`config.mk`:
```
export PLATFORM = sky130hd
export DESIGN_NAME = mul_div_unit
export DESIGN_NICKNAME = d
export VERILOG_FILES = /design/src/rtl/mul_div_unit_pkg.sv /design/src/rtl/mul_div_divider.sv /design/src/rtl/mul_div_unit.sv
export SDC_FILE = /design/constraint.sdc
export NUM_CORES = 2
export LEC_CHECK = 0
export ABC_AREA = 0
export ABC_CLOCK_PERIOD_IN_PS = 22800
export CAP_MARGIN = 30
export CORE_MARGIN = 2
export CORE_UTILIZATION = 35
export CTS_CLUSTER_DIAMETER = 100
export DETAILED_ROUTE_END_ITERATION = 7
export PLACE_DENSITY = 0.5
export SYNTH_ARGS = -nofsm -noshare
export SYNTH_HDL_FRONTEND = slang
export SYNTH_SLANG_ARGS = --single-unit
```
`constraint.sdc`:
```
create_clock -name i_clk -period 22.8 [get_ports i_clk]
set_clock_uncertainty 0.05 [all_clocks]
set_input_delay 4.56 -clock i_clk [delete_from_list [all_inputs] [get_ports i_clk]]
set_output_delay 4.56 -clock i_clk [all_outputs]
set_load 0.02 [all_outputs]
```
`src/rtl/mul_div_unit_pkg.sv`:
```
// mul_div_unit_pkg: shared types and constants for the multiply/divide unit
// Contents: default widths, ROB tag type, funct3 op enum, FSM state encoding.
package mul_div_unit_pkg;

  localparam int MDU_XLEN      = 32;
  localparam int MDU_ROB_IDX_W = 5;

  typedef logic [MDU_ROB_IDX_W-1:0] rob_idx_t;

  typedef enum logic [2:0] {
    OP_MUL    = 3'd0,
    OP_MULH   = 3'd1,
    OP_MULHSU = 3'd2,
    OP_MULHU  = 3'd3,
    OP_DIV    = 3'd4,
    OP_DIVU   = 3'd5,
    OP_REM    = 3'd6,
    OP_REMU   = 3'd7
  } mul_div_op_t;

  typedef logic [1:0] mul_div_state_t;

  localparam mul_div_state_t S_IDLE = 2'd0;
  localparam mul_div_state_t S_MUL  = 2'd1;
  localparam mul_div_state_t S_DIV  = 2'd2;
  localparam mul_div_state_t S_DONE = 2'd3;

endpackage

```
`src/rtl/mul_div_divider.sv`:
```
// mul_div_divider: iterative restoring radix-2 divider on unsigned magnitudes
// Ports: clk_i/rst_i (sync, active-high), start_i loads operands, done_o is
// high for one cycle once quo_o/rem_o hold the XLEN-step result.
module mul_div_divider #(
  parameter int XLEN = 32
) (
  input  logic            clk_i,
  input  logic            rst_i,
  input  logic            start_i,
  input  logic [XLEN-1:0] dividend_i,
  input  logic [XLEN-1:0] divisor_i,
  output logic            done_o,
  output logic [XLEN-1:0] quo_o,
  output logic [XLEN-1:0] rem_o
);

  localparam int CW = $clog2(XLEN + 1);

  logic            busy_q;
  logic [CW-1:0]   cnt_q;
  logic [XLEN-1:0] quo_q, rem_q, div_q;
  logic [XLEN:0]   r_sh, diff;

  // quo_q doubles as the dividend shift register: its MSB feeds the partial remainder
  assign r_sh   = {rem_q, quo_q[XLEN-1]};
  assign diff   = r_sh - {1'b0, div_q};
  assign done_o = busy_q & (cnt_q == CW'(XLEN));
  assign quo_o  = quo_q;
  assign rem_o  = rem_q;

  always_ff @(posedge clk_i) begin
    if (rst_i) begin
      busy_q <= 1'b0;
      cnt_q  <= '0;
      quo_q  <= '0;
      rem_q  <= '0;
      div_q  <= '0;
    end else if (start_i) begin
      busy_q <= 1'b1;
      cnt_q  <= '0;
      quo_q  <= dividend_i;
      rem_q  <= '0;
      div_q  <= divisor_i;
    end else if (done_o) begin
      busy_q <= 1'b0;
    end else if (busy_q) begin
      cnt_q  <= cnt_q + 1'b1;
      rem_q  <= diff[XLEN] ? r_sh[XLEN-1:0] : diff[XLEN-1:0];
      quo_q  <= {quo_q[XLEN-2:0], ~diff[XLEN]};
    end
  end

endmodule

```
`src/rtl/mul_div_unit.sv`:
```
// mul_div_unit: multi-cycle RV M-extension multiply/divide unit on issue port 0
// Ports: i_clk, i_rst (sync active-high), i_flush (same effect as reset);
// issue side i_valid/i_op/i_src1/i_src2/i_rd/i_rob_idx with o_ready;
// writeback side o_wb_valid/o_wb_rd/o_wb_rob_idx/o_wb_data with i_wb_ready.
// Optional macro MUL_DIV_UNIT_EARLY_OUT_EN: trivial divides finish in 1 cycle.
module mul_div_unit
  import mul_div_unit_pkg::*;
#(
  parameter int XLEN        = MDU_XLEN,
  parameter int ROB_IDX_W   = MDU_ROB_IDX_W,
  parameter int MUL_LATENCY = 3
) (
  input  logic                 i_clk,
  input  logic                 i_rst,
  input  logic                 i_flush,
  input  logic                 i_valid,
  input  logic [2:0]           i_op,
  input  logic [XLEN-1:0]      i_src1,
  input  logic [XLEN-1:0]      i_src2,
  input  logic [4:0]           i_rd,
  input  logic [ROB_IDX_W-1:0] i_rob_idx,
  output logic                 o_ready,
  output logic                 o_wb_valid,
  output logic [4:0]           o_wb_rd,
  output logic [ROB_IDX_W-1:0] o_wb_rob_idx,
  output logic [XLEN-1:0]      o_wb_data,
  input  logic                 i_wb_ready
);

  logic                   rst, accept, div_start, div_done, early;
  logic                   in_sgn, q_neg_in, r_neg_in;
  logic                   fix_q, fix_d, q_neg_q, r_neg_q;
  mul_div_state_t         state_q, state_d;
  mul_div_op_t            op_q;
  logic [XLEN-1:0]        data_q, data_d, a_mag, b_mag, quo, rem;
  logic [XLEN-1:0]        mul_res, div_res, early_res;
  logic [4:0]             rd_q;
  logic [ROB_IDX_W-1:0]   rob_q;
  logic [2*XLEN-1:0]      mul_a, mul_b, prod_d, prod_q;
  logic [MUL_LATENCY-1:0] pipe_q, pipe_d;

  assign rst    = i_rst | i_flush;
  assign accept = i_valid & (state_q == S_IDLE);

  // Signed divide ops (DIV/REM) have funct3 bit 0 clear
  assign in_sgn   = ~i_op[0];
  assign a_mag    = (in_sgn & i_src1[XLEN-1]) ? -i_src1 : i_src1;
  assign b_mag    = (in_sgn & i_src2[XLEN-1]) ? -i_src2 : i_src2;
  // A zero divisor keeps the all-ones quotient unnegated
  assign q_neg_in = in_sgn & (i_src1[XLEN-1] ^ i_src2[XLEN-1]) & (|i_src2);
  assign r_neg_in = in_sgn & i_src1[XLEN-1];

  // src1 is signed for MUL/MULH/MULHSU, src2 only for MUL/MULH; the low 2*XLEN
  // bits of the extended product are exact for every sign combination
  assign mul_a  = {{XLEN{(i_op != 3'd3) & i_src1[XLEN-1]}}, i_src1};
  assign mul_b  = {{XLEN{~i_op[1] & i_src2[XLEN-1]}}, i_src2};
  assign prod_d = mul_a * mul_b;

  assign mul_res = (op_q == OP_MUL) ? prod_q[XLEN-1:0] : prod_q[2*XLEN-1:XLEN];
  assign div_res = op_q[1] ? (r_neg_q ? -rem : rem) : (q_neg_q ? -quo : quo);

`ifdef MUL_DIV_UNIT_EARLY_OUT_EN
  logic div0, ovf;
  assign div0      = ~|i_src2;
  assign ovf       = in_sgn & (i_src1 == {1'b1, {(XLEN-1){1'b0}}}) & (&i_src2);
  assign early     = i_op[2] & (div0 | ovf | (b_mag > a_mag));
  assign early_res = i_op[1] ? (ovf ? '0 : i_src1)
                   : div0 ? '1 : ovf ? {1'b1, {(XLEN-1){1'b0}}} : '0;
`else
  assign early     = 1'b0;
  assign early_res = '0;
`endif

  assign div_start = accept & i_op[2] & ~early;

  mul_div_divider #(.XLEN(XLEN)) u_div (
    .clk_i      (i_clk),
    .rst_i      (rst),
    .start_i    (div_start),
    .dividend_i (a_mag),
    .divisor_i  (b_mag),
    .done_o     (div_done),
    .quo_o      (quo),
    .rem_o      (rem)
  );

  // An early-out divide spends one cycle in DIV with fix_q already set, so its
  // result lands in DONE one cycle after accept; a full divide sets fix_q on the
  // divider's done pulse and uses that cycle for the sign fix-up
  always_comb begin
    state_d = (state_q == S_IDLE) ? (accept ? (i_op[2] ? S_DIV : S_MUL) : S_IDLE)
            : (state_q == S_MUL)  ? (pipe_q[MUL_LATENCY-1] ? S_DONE : S_MUL)
            : (state_q == S_DIV)  ? (fix_q ? S_DONE : S_DIV)
            : (i_wb_ready ? S_IDLE : S_DONE);
    data_d  = (accept & early) ? early_res
            : (state_q == S_MUL & pipe_q[MUL_LATENCY-1]) ? mul_res
            : (state_q == S_DIV & div_done) ? div_res
            : data_q;
    fix_d   = (accept & early) | (state_q == S_DIV & div_done);
    pipe_d  = accept ? (i_op[2] ? '0 : MUL_LATENCY'(1)) : pipe_q << 1;
  end

  always_ff @(posedge i_clk) begin
    if (rst) begin
      state_q <= S_IDLE;
      data_q  <= '0;
      fix_q   <= 1'b0;
      pipe_q  <= '0;
      op_q    <= OP_MUL;
      q_neg_q <= 1'b0;
      r_neg_q <= 1'b0;
      prod_q  <= '0;
      rd_q    <= '0;
      rob_q   <= '0;
    end else begin
      state_q <= state_d;
      data_q  <= data_d;
      fix_q   <= fix_d;
      pipe_q  <= pipe_d;
      if (accept) begin
        op_q    <= mul_div_op_t'(i_op);
        q_neg_q <= q_neg_in;
        r_neg_q <= r_neg_in;
        prod_q  <= prod_d;
        rd_q    <= i_rd;
        rob_q   <= i_rob_idx;
      end
    end
  end

  assign o_ready      = state_q == S_IDLE;
  assign o_wb_valid   = state_q == S_DONE;
  assign o_wb_rd      = rd_q;
  assign o_wb_rob_idx = rob_q;
  assign o_wb_data    = data_q;

endmodule

```
# Word-level counts from Yosys, hierarchy flattened
# Index checks and enable logic that the tools add are counted.
# Widths: inputs -> output; s select.
[word_totals]
reg_bits = 220
latch_bits = 0
mem_bits_rw = 0
mem_bits_ro = 0
inputBits = 82
elab_cells = 81
n_memories = 0
[classes]
addsub = 6
multipliers = 1
div = 0
magnitude_cmp = 0
eq_ne = 6
n_shift = 0
muxes = 24
bitwise = 18
n_reduce_logical = 10
[op_table]
columns = ["cell", "count"]
rows = [
  ["$mux 32", 12],
  ["$neg 32->32", 4],
  ["$mul 33x33->64", 1],
  ["$sub 33x32->33", 1],
  ["$reduce_or 32->1", 1],
  ["$mux 2", 7],
  ["$and 1x1->1", 11],
  ["$add 6x1->6 const B", 1],
  ["$eq 6x6->1 const B", 1],
  ["$reduce_bool 2->1", 3],
  ["$not 1->1", 5],
  ["$eq 2x2->1 const B", 2],
  ["$mux 1", 4],
  ["$reduce_and 2->1", 2],
  ["$reduce_or 2->1", 2],
  ["$logic_not 3->1", 1],
  ["$mux 3", 1],
  ["$ne 3x2->1 const B", 1],
  ["$eq 2x1->1 const B", 1],
  ["$logic_not 2->1", 1],
  ["$ne 2x2->1 const B", 1],
  ["$or 1x1->1", 1],
  ["$xor 1x1->1", 1],
]

# Logic depth before layout (Yosys ltp)
[depth]
word_depth = 5
mapped_depth = 31
depth_no_buf = 28

# By module
# Synthesis repeated with hierarchy kept, for this count alone.
[hier_totals]
cells_unflattened = 6061
area_unflattened_um2 = 51667.1
[modules_own_cells]
columns = ["mod", "instances", "cells_each", "area_per_inst_um2", "seq_area_each_um2"]
rows = [
  ["mul_div_unit", 1, 5247, 45382.3, 2342.2],
  ["mul_div_divider", 1, 814, 6284.8, 2062.0],
]

# Worst setup path after synthesis
# No wires, ideal clock.
[synth_timing]
path_type = "in2reg"
startpoint = "in i_src1[31]"
endpoint = "reg prod_q[62]"
arrival_time_ns = 12.806
slack_ns = 9.826
cell_stages = 28
path_buffers = 4
cell_sequence = "clkbuf_1 -> a21boi_0 -> clkbuf_1 -> clkbuf_1 -> nand2_1 -> fa_1 -> inv_1 -> fa_1 -> fa_1 -> inv_1 -> fa_1 -> inv_1 -> fa_1 -> fa_1 -> fa_1 -> inv_1 -> fa_1 -> inv_1 -> ha_1 -> clkbuf_1 -> nand4_1 -> nor2_1 -> nand3_1 -> o41a_1 -> a211oi_2 -> o21ai_0 -> a21o_1 -> a32o_1"
[synth_between]
elab_chain_cells = 2
[synth_rtl]
columns = ["element", "line", "source"]
rows = [
  ["start: declaration", "mul_div_unit.sv:18", "input logic [XLEN-1:0] i_src1,"],
  ["$and 1x1->1", "mul_div_unit.sv:55", "assign mul_a = {{XLEN{(i_op != 3'd3) & i_src1[XLEN-1]}}, i_src1};"],
  ["$mul 33x33->64 *", "mul_div_unit.sv:57", "assign prod_d = mul_a * mul_b;"],
  ["end signal: assignment", "mul_div_unit.sv:124", "prod_q <= prod_d;"],
  ["end: declaration", "mul_div_unit.sv:39", "logic [2*XLEN-1:0] mul_a, mul_b, prod_d, prod_q;"],
]
# Mark *: on every way between the ends. The rest lies on a longest branch, timed or not.
# A chain may end at the register's enable or synchronous reset.

# Final worst setup path
[layout_timing]
startpoint = "in i_op[0]"
endpoint = "reg prod_q[62]"
[layout_between]
elab_chain_cells = 3
[layout_rtl]
columns = ["element", "line", "source"]
rows = [
  ["start: declaration", "mul_div_unit.sv:17", "input logic [2:0] i_op,"],
  ["$ne 3x2->1", "mul_div_unit.sv:55", ""],
  ["$and 1x1->1", "mul_div_unit.sv:55", ""],
  ["$mul 33x33->64", "mul_div_unit.sv:57", ""],
]
# Every way passes these cells.

==> impl_metrics.ini <==
[cts]
post_cts_resize_count = 0
tritoncts.num_buffers = 28
ctsHoldBuffers = 0
clock_tree_from_tritoncts = yes
insertion_delay_ns = 0.58
cts.htree.levels = 1
clkSlewWorstSetupHoldPaths_ns = 0.06
post_cts.repair.setup_buffers = 0
clk_root_buffer_cell = sky130_fd_sc_hd__clkbuf_16
clock_sinks = 220
max-clock-path-buffers = 3

[synthesis]
synth_area_leader_cell = sky130_fd_sc_hd__fa_1
postSynthCellCount = 5918
cell_area_after_synthesis_sq_um = 51100
yosysMostFrequentCell = sky130_fd_sc_hd__inv_1
most_used_dff_post_synth = sky130_fd_sc_hd__dfxtp_1
synth_fp_nets = 7377
post_synth_main_area_contributors = sky130_fd_sc_hd__fa_1 (44%), sky130_fd_sc_hd__dfxtp_1 (8.6%), sky130_fd_sc_hd__inv_1 (8.4%)
synth.top_cells.by_count = sky130_fd_sc_hd__inv_1 (1150), sky130_fd_sc_hd__fa_1 (1126), sky130_fd_sc_hd__nand2_1 (1000)
synthArstFlopShare_pct = 0
count_of_flip_flops_with_a_built_in_enable_after_synthesis = 0
synth-warning-count = 0
syn-mean-instance-area_sq_um = 8.64
synth.lib_cells_used.distinct = 89
yosysTopAreaCellShare_pct = 44.1
synth-seq-cells = 220
synth_sequential_area_ratio_pct = 8.61

[timing]
finalMaxSlewViolations = 0
finalWorstPathRequiredPeriod_ns = 13.42
max_clock_freq_ghz = 0.0745
report.final.hold_viol_count = 0
setup-violations-final = 0
final_layout_setup_total_negative_slack_ns = 0
worst_slew_pin_slew_ns = 1.10
grt_setup_unrepaired = no
max-slew-margin-rel_pct = 26.7
timing.final.crit_share_pct = 58.9

[outcome]
outcome = finished clean

[route]
detail_route.drc_violations = 0
route.detailed.wl_per_inst_um = 21.1
route.vias.total = 39300
drtPass1Iterations = 6
route.detailed.vias_per_inst = 5.08
antenna_violating_nets_post_route = 0
postRouteWirelength_um = 163000
detailedRoute.firstIterationViolations = 2628

[global_route]
grt_pass1_vias = 41800
grt_first_pass_wirelength_um = 256000
grt_max_degree = 80
globalRouteOverflowTotal = 0
gr-usage-all-layers_pct = 22.3
number_of_antenna_violations_at_the_first_check_in_global_routing = 14

[floorplanning]
io_pins = 126
floorplan.initialDensity_pct = 35.2
chipHeight_um = 386
die_outline_area_sq_um = 149000
floorplan.core_area_sq_um = 145000
floorplan.rows = 140
die_x_um = 386

[critical_path]
critPathLaunchType = input port
path_max_fanout = 31
timing_worst_setup_path_type = in -> reg
worst_ep_required_time_ns = 23.20
worstPathArrival_ns = 13.82
setup.worst_path.end_class = register

[placement]
place_area_sq_um = 53900
last_weighted_congestion_value_of_the_routability_driven_placer = 0.885
numPortBuffers = 125
detailed_placement_hpwl_um = 125000

[cells_and_area]
fraction_of_final_layout_cells_with_drive_strength_greater_than_1_pct = 4.03
area_growth_from_synthesis_to_layout_pct = 7.31
finish.net_count = 7243
finish.instance_area_sq_um = 54900

[worst_hold_path]
hold_path.class = reg -> reg

[flow_run]
drv_cap = 0
-- sequential cells by signal, summed over array words and instances, names as in the netlist --
name	count
u_div.busy_q	1
op_q	3
o_wb_rd	5
state_q	2
u_div.cnt_q	6
r_neg_q	1
o_wb_data	32
o_wb_rob_idx	5
fix_q	1
u_div.rem_o	32
prod_q	64
u_div.div_q	32
q_neg_q	1
u_div.quo_o	32
pipe_q	3
-- worst paths after layout --
kind | from | endpoint | slack (ns) | cells after the start
worst max-delay path | i_op[0] | prod_q[62] | 9.38 | 28
worst max register to register | u_div.quo_o[31] | u_div.rem_o[5] | 18.69 | 14
worst min register to register | q_neg_q | q_neg_q | 0.39 | 2
worst min-delay path | q_neg_q | q_neg_q | 0.39 | 2
-- cell type report --
class	instances	area [sq um]
Timing Repair Buffer	216	1820
Tap cell	1917	2400
Multi-Input combinational cell	4168	41000
Fill cell	15000	90500
Clock buffer	41	841
Antenna cell	4	10.0
Clock inverter	8	77.6
Sequential cell	220	4410
Inverter	1150	4320
-- cell usage in the layout (no fill, tap or decap), types with 7 or more instances in the layout --
cell type,n
sky130_fd_sc_hd__xor2_1,81
sky130_fd_sc_hd__fa_1,1126
sky130_fd_sc_hd__dfxtp_1,219
sky130_fd_sc_hd__or3_1,20
sky130_fd_sc_hd__buf_4,81
sky130_fd_sc_hd__nor2_1,255
sky130_fd_sc_hd__and2_1,354
sky130_fd_sc_hd__inv_1,1150
sky130_fd_sc_hd__o41ai_1,15
sky130_fd_sc_hd__o211ai_1,15
sky130_fd_sc_hd__buf_2,53
sky130_fd_sc_hd__o21bai_1,14
sky130_fd_sc_hd__nand2b_1,16
sky130_fd_sc_hd__and3_1,16
sky130_fd_sc_hd__nor2b_1,39
sky130_fd_sc_hd__ha_1,251
sky130_fd_sc_hd__mux2i_1,31
sky130_fd_sc_hd__clkbuf_8,7
sky130_fd_sc_hd__clkbuf_16,29
sky130_fd_sc_hd__or4_1,13
sky130_fd_sc_hd__a21o_1,31
sky130_fd_sc_hd__nand2_1,998
sky130_fd_sc_hd__nand3_1,40
sky130_fd_sc_hd__a31oi_1,15
sky130_fd_sc_hd__o31ai_1,31
sky130_fd_sc_hd__a211o_1,7
sky130_fd_sc_hd__nor4_1,13
sky130_fd_sc_hd__a21oi_1,200
sky130_fd_sc_hd__o21ai_0,97
sky130_fd_sc_hd__a211oi_1,138
sky130_fd_sc_hd__xnor2_1,133
sky130_fd_sc_hd__nor3_1,34
sky130_fd_sc_hd__o21a_1,16
sky130_fd_sc_hd__nand3b_1,9
sky130_fd_sc_hd__or2_2,12
sky130_fd_sc_hd__a311oi_1,38
sky130_fd_sc_hd__nand4_1,11
sky130_fd_sc_hd__buf_12,7
sky130_fd_sc_hd__clkdlybuf4s50_1,72
-- stage by stage --
stage / cells / utilization (%) / setup WS, ns / hold slack, ns
finish: 7724 / 37.7 / 9.38 / 0.394
global route: 7720 / 37.7 / 8.89 / 0.414
CTS: 7716 / 37.7 / 9.33 / 0.400
detailed placement: 7667 / 37.0 / 8.76 / 0.390
global placement: 7659 / 36.9 / 8.80 / 0.384
floorplan: 5918 / - / 9.83 / 0.367
-- cells by family (layout without fill, tap and decap cells) --
family          count (synthesis)  in the layout  synth area share (%)
simple gates                 1866           1866                  16.7
buf+inv                      1530           1415                  11.3
fa+ha+maj                    1377           1377                  50.2
compound gates                678            678                  8.84
flops                         220            220                  8.61
xor+xnor                      215            215                  3.70
mux                            32             32                 0.629
other cells                     0              4                     0
-- critical path: stages --
cell                              delay [ns]
sky130_fd_sc_hd__clkdlybuf4s50_1        0.70
sky130_fd_sc_hd__nor2b_1                0.34
sky130_fd_sc_hd__a21boi_2               0.09
sky130_fd_sc_hd__buf_4                  0.25
sky130_fd_sc_hd__nand2_1                0.15
sky130_fd_sc_hd__inv_1                  0.10
sky130_fd_sc_hd__fa_1                   0.70
sky130_fd_sc_hd__fa_1                   0.48
sky130_fd_sc_hd__fa_1                   0.51
sky130_fd_sc_hd__buf_4                  0.20
sky130_fd_sc_hd__inv_1                  0.11
sky130_fd_sc_hd__fa_1                   0.56
sky130_fd_sc_hd__inv_1                  0.53
sky130_fd_sc_hd__fa_1                   0.55
sky130_fd_sc_hd__fa_1                   0.50
sky130_fd_sc_hd__fa_1                   0.49
sky130_fd_sc_hd__inv_1                  0.05
sky130_fd_sc_hd__fa_1                   0.47
sky130_fd_sc_hd__inv_1                  0.04
sky130_fd_sc_hd__ha_1                   0.39
sky130_fd_sc_hd__nand4_1                0.21
sky130_fd_sc_hd__nor2_1                 0.14
sky130_fd_sc_hd__nand3_1                0.17
sky130_fd_sc_hd__o41a_1                 0.58
sky130_fd_sc_hd__a211oi_2               0.29
sky130_fd_sc_hd__o21ai_0                0.16
sky130_fd_sc_hd__a21o_1                 0.19
sky130_fd_sc_hd__a32o_1                 0.24
-- metal layers --
| metal | global-route usage (%) | routed length [um] |
|---|---|---|
| met5 | 0 | 23 |
| met4 | 4.40 | 3840 |
| met3 | 2.37 | 8010 |
| met2 | 36.7 | 75800 |
| met1 | 32.0 | 74900 |
Power is left out: the tool's default activity adds up to more than one toggle a clock period on the data nets, which glitch-free logic cannot reach.
